==> src/rtl/mdu_muldiv.sv <==
// Iterative MIPS multiply/divide unit: one bit per clock into architectural HI/LO.
// Shift-add multiply (LSB first) and restoring divide (MSB first) on magnitudes, sign fixed at the end.
module mdu_muldiv #(
    parameter int unsigned N = 32
) (
    input  logic         clock,
    input  logic         reset,
    input  logic         start,
    input  logic [1:0]   op,
    input  logic [N-1:0] inA,
    input  logic [N-1:0] inB,
    input  logic         hi_we,
    input  logic         lo_we,
    input  logic [N-1:0] wd,
    output logic [N-1:0] hi,
    output logic [N-1:0] lo,
    output logic         busy,
    output logic         done
);

    localparam int unsigned CW = $clog2(N);

    typedef enum logic [1:0] {
        IDLE = 2'd0,
        RUN  = 2'd1,
        FIX  = 2'd2
    } state_t;

    state_t state, state_d;

    logic          is_div;
    logic          neg_q;
    logic          neg_r;
    logic [CW-1:0] cnt;
    logic [2*N-1:0] mcand;
    logic [2*N-1:0] acc;
    logic [N-1:0]  mplier;
    logic [N-1:0]  rem;
    logic [N-1:0]  dvd;

    logic [N:0]    shifted;
    logic [N:0]    trial;

    function automatic logic [N-1:0] magnitude(input logic [N-1:0] x, input logic sgn);
        return (sgn && x[N-1]) ? -x : x;
    endfunction

    // State register
    always_ff @(posedge clock or negedge reset) begin
        if (!reset) state <= IDLE;
        else        state <= state_d;
    end

    // Next-state logic
    always_comb begin
        state_d = state;
        case (state)
            IDLE:    if (start) state_d = RUN;
            RUN:     if (cnt == CW'(N - 1)) state_d = FIX;
            FIX:     state_d = IDLE;
            default: state_d = IDLE;
        endcase
    end

    // Restoring-divide trial subtract; the 33-bit width keeps the borrow visible
    always_comb begin
        shifted = {rem, dvd[N-1]};
        trial   = shifted - {1'b0, mplier};
    end

    // Datapath, HI/LO and status flags
    always_ff @(posedge clock or negedge reset) begin
        if (!reset) begin
            is_div <= 1'b0;
            neg_q  <= 1'b0;
            neg_r  <= 1'b0;
            cnt    <= '0;
            mcand  <= '0;
            acc    <= '0;
            mplier <= '0;
            rem    <= '0;
            dvd    <= '0;
            hi     <= '0;
            lo     <= '0;
            busy   <= 1'b0;
            done   <= 1'b0;
        end else begin
            busy <= (state_d != IDLE);
            done <= (state == FIX);
            case (state)
                IDLE: begin
                    if (start) begin
                        is_div <= op[1];
                        mcand  <= {{N{1'b0}}, magnitude(inA, op[0])};
                        mplier <= magnitude(inB, op[0]);
                        dvd    <= magnitude(inA, op[0]);
                        acc    <= '0;
                        rem    <= '0;
                        cnt    <= '0;
                        // Divide-by-zero keeps an all-ones quotient, so its sign is never applied
                        neg_q  <= op[0] & (inA[N-1] ^ inB[N-1]) & (~op[1] | (inB != '0));
                        neg_r  <= op[0] & op[1] & inA[N-1];
                    end else begin
                        if (hi_we) hi <= wd;
                        if (lo_we) lo <= wd;
                    end
                end
                RUN: begin
                    cnt <= cnt + CW'(1);
                    if (!is_div) begin
                        if (mplier[0]) acc <= acc + mcand;
                        mcand  <= mcand << 1;
                        mplier <= mplier >> 1;
                    end else begin
                        rem <= trial[N] ? shifted[N-1:0] : trial[N-1:0];
                        dvd <= {dvd[N-2:0], ~trial[N]};
                    end
                end
                FIX: begin
                    if (is_div) begin
                        hi <= neg_r ? -rem : rem;
                        lo <= neg_q ? -dvd : dvd;
                    end else begin
                        {hi, lo} <= neg_q ? -acc : acc;
                    end
                end
                default: ;
            endcase
        end
    end

endmodule
==> config.mk <==
export PLATFORM = sky130hd
export DESIGN_NAME = mdu_muldiv
export DESIGN_NICKNAME = d
export VERILOG_FILES = /design/src/rtl/mdu_muldiv.sv
export SDC_FILE = /design/constraint.sdc
export NUM_CORES = 1
export LEC_CHECK = 0
export CAP_MARGIN = 20
export CORE_MARGIN = 2
export CORE_UTILIZATION = 25
export DETAILED_ROUTE_END_ITERATION = 10
export PLACE_DENSITY = 0.53
export SETUP_SLACK_MARGIN = 0.15
export SLEW_MARGIN = 20
export SYNTH_ARGS = -nofsm -noshare
export SYNTH_HDL_FRONTEND = slang
export SYNTH_SLANG_ARGS = --single-unit
==> constraint.sdc <==
create_clock -name clock -period 3 [get_ports clock]
set_input_delay 0.45 -clock clock [delete_from_list [all_inputs] [get_ports clock]]
set_output_delay 0.45 -clock clock [all_outputs]
set_load 0.005 [all_outputs]
==> flow_metrics.py <==
metrics = {
    "layout": {
        "final_cell_count_no_fill": 4453,
        "most-common-layout-cells": "441 x buf_4, 318 x nand2_1, 295 x dfrtp_1, 245 x o21ai_0, 228 x a21oi_1",
        "area_growth_pct": 44.38,
        "diodes": 0,
        "nets": 3479,
        "fin_area_um2": 31830,
        "final_util": 0.3657,
        "drive_gt1_frac": 0.2629,
        "final_common_cell": "buf_4",
    },
    "clock_network": {
        "clock-root-buffer": "clkbuf_16",
        "cts.path.max_buffers": 3,
        "cts_sinks": 300,
        "clock_latency_ps": 560,
        "htreeDepth": 2,
        "tritoncts": "done",
        "clk_pin_slew_worst_paths_ps": 60,
        "cts_buffers": 38,
    },
    "yosys": {
        "ys_seq_area_frac": 0.3405,
        "syn_nets": 2935,
        "synth_cell_types": 78,
        "synthCells": 2728,
        "syn_area_um2": 22040,
        "ys_seq_elements": 300,
        "async_flop_share": 1.000,
        "synth-simple-area-share": 0.1749,
        "yosysWarnings": 0,
        "synth-adder-area-share": 0.05971,
        "syn_area_per_cell_um2": 8.081,
        "synth_compound_area_frac": 0.2762,
        "synth_area_leaders": "dfrtp_1 34%, o21ai_0 7.9%, a21oi_1 6.0%, ha_1 5.8%, nand2_1 5.8%",
        "synth_top_family_by_area": "compound AO/OA/AOI/OAI gates",
        "synth_xor_area_frac": 0.09893,
        "yosys.area.top_type_share": 0.3405,
        "synth_top_flop_cell": "dfrtp_1",
        "synth-edff-count": 0,
        "muxShareOfSynthArea": 0.009819,
        "synth.largest_area_cell": "dfrtp_1",
    },
    "setup_path": {
        "end_kind": "flop",
        "path_cells": "ha_2 -> inv_2 -> fa_2 -> nor2b_4 -> o2111a_1 -> a2111oi_4 -> buf_4 -> a211o_4 -> a21oi_4 -> a31oi_4 -> or2_4 -> o41ai_4 -> a21oi_1 -> o211ai_1",
        "cp_max_fo": 4,
        "critPathTopFamily": "compound AO/OA/AOI/OAI gates",
        "path_class": "flop to flop",
        "critPathSlowestCell": "a211o_4",
        "cpPeakStageDelay_ps": 380,
        "critPathRequiredTime_ps": 3470,
        "start_kind": "flop",
        "crit_arrival_ps": 3690,
        "crit_buf_inv": 2,
    },
    "floorplan": {
        "die_h_um": 301.0,
        "fp.dieW_um": 301.0,
        "start_util": 0.2533,
        "num_rows": 108,
        "design.die.area_um2": 90570,
        "num_io_pins": 169,
        "core_um2": 87020,
    },
    "global_routing": {
        "met2_usage": 0.3144,
        "grt_max_degree": 114,
        "use_met1": 0.2644,
        "grt_overflow_total": 0,
        "met3_usage": 0.02864,
        "grt_pass1_vias": 22390,
        "top_usage_layer": "met2",
        "grt_pass1_wl_um": 135500,
        "antenna_found_initial": 5,
        "grt_usage": 0.1920,
    },
    "timing": {
        "setup_viol": 58,
        "tightest_slew_ps": 1022,
        "min_period_ps": 3219,
        "hold_violations": 0,
        "slew_headroom": 0.3179,
        "rsz0062_at_grt": "true",
        "hold_ws_ps": 433.1,
        "fin_crit_sh": 1.073,
        "fin_skew_ps": 18.35,
        "timing.fmax_mhz": 310.7,
        "fin_ws_ps": -218.6,
        "maxSlewViolCount": 0,
    },
    "power": {
        "peakVddDrop_mv": 0.5543,
        "leakagePower_nw": 13.38,
        "p_per_area_nw_per_um2": 1244,
    },
    "route": {
        "ant_nets": 0,
        "routed_via_density": 5.120,
        "drt_iter0_markers": 1804,
        "routedWlPerCell_um": 19.90,
        "drc": 0,
        "dr.pass1.iters": 5,
        "route.vias.total": 22800,
        "wl_um": 88630,
    },
    "placement": {
        "dpl.hpwl_um": 67050,
        "port_buffers": 168,
        "placed_area_um2": 28170,
        "place_inst": 4321,
        "gp_congestion": 0.8948,
        "post-place-ws_ps": -424.2,
    },
    "run": {
        "cap_viol_max_count": 0,
    },
    "hold_path": {
        "hold_class": "input pin to async pin",
    },
    "run_status": {
        "status": "finished with violations",
        "violations": "negative setup slack",
    },
}
==> cell usage after synthesis, types with 10 or more instances <==
master,instances
inv_1,69
and2_1,15
a211oi_1,39
nor4_1,20
nand2b_1,22
o211ai_1,46
nor2b_1,13
o31ai_1,47
or3_1,38
nand3_1,56
nand4_1,27
o221ai_1,12
or4_1,20
nand2_1,338
o21ai_0,346
mux2i_1,16
dfrtp_1,300
a22o_1,38
o41ai_1,28
xor2_1,136
ha_1,102
o21bai_1,18
nor3_1,29
a22oi_1,18
clkbuf_1,146
buf_1,10
o21ai_1,20
o21a_1,11
xnor2_1,113
nor2_1,193
a21o_1,43
a21oi_1,266
and3_1,13
==> path summary, 6_finish.rpt <==
path,slack (ps),cells after the start,start,to
min in group clock,480,2,lo[14]$_DFFE_PN0P_,lo[14]$_DFFE_PN0P_
worst min register to register,480,2,lo[14]$_DFFE_PN0P_,lo[14]$_DFFE_PN0P_
worst max register to register,-220,14,mcand[0]$_DFFE_PN0P_,acc[62]$_DFFE_PN0P_
worst max-delay path,-220,14,mcand[0]$_DFFE_PN0P_,acc[62]$_DFFE_PN0P_
worst min-delay path,430,2,reset,lo[10]$_DFFE_PN0P_
max in group asynchronous,1680,3,reset,rem[2]$_DFFE_PN0P_
==> final cells by class <==
type,instances,area [um^2]
Timing Repair Buffer,667,5828
Clock buffer,49,1064
Inverter,69,259.0
Clock inverter,17,175.2
Sequential cell,300,7516
Fill cell,8981,55200
Multi-Input combinational cell,2196,15540
Tap cell,1155,1445
==> layer usage <==
| metal | wire length (um) | up-vias |
|---|---|---|
| met1 | 40340 | 11090 |
| met4 | 2079 | 2 |
| met2 | 41030 | 579 |
| li1 | - | 11020 |
| met3 | 5163 | 110 |
| met5 | 13 | - |
==> through the flow <==
step           TNS (ps)  power, mW
2_1_floorplan         0      21.17
3_3_place_gp     -16160      30.77
3_5_place_dp     -18750      30.83
4_1_cts           -3096      38.03
5_1_grt          -13850      42.68
6_report          -4478      39.61
==> what timing repair did <==
item	CTS	global route
setup buffers	24	37
pin swaps	76	100
gates resized for setup	243	209
cloned	4	0
endpoints found under the setup margin	117	136
hold buffers	1	0
endpoints found under the hold margin	53	0
==> logic make-up (layout without fill, tap and decap cells) <==
| group | Yosys count | after routing |
|---|---|---|
| xor gates and xnor gates | 249 | 249 |
| AOI/OAI and AO/OA | 998 | 998 |
| DFF | 300 | 300 |
| adders and majority gates | 104 | 104 |
| muxes | 20 | 20 |
| buffers and inverters | 232 | 802 |
| and+or+nand+nor | 825 | 825 |
==> flip-flops by register name, summed over array words and instances, names as in the netlist <==
| name | count |
|---|---|
| is_div | 1 |
| done | 1 |
| busy | 1 |
| mcand | 64 |
| mplier | 32 |
| dvd | 32 |
| rem | 32 |
| neg_r | 1 |
| cnt | 5 |
| state | 2 |
| hi | 32 |
| acc | 64 |
| lo | 32 |
| neg_q | 1 |
==> report_power, final <==
part	total, mW	switching (mW)	internal, mW	leakage [nW]
Sequential	7.78	1.91	5.87	3.69
Combinational	27.1	14.5	12.6	9.08
Clock	4.71	1.95	2.76	0.609
Power figures use the tool's default switching activity.
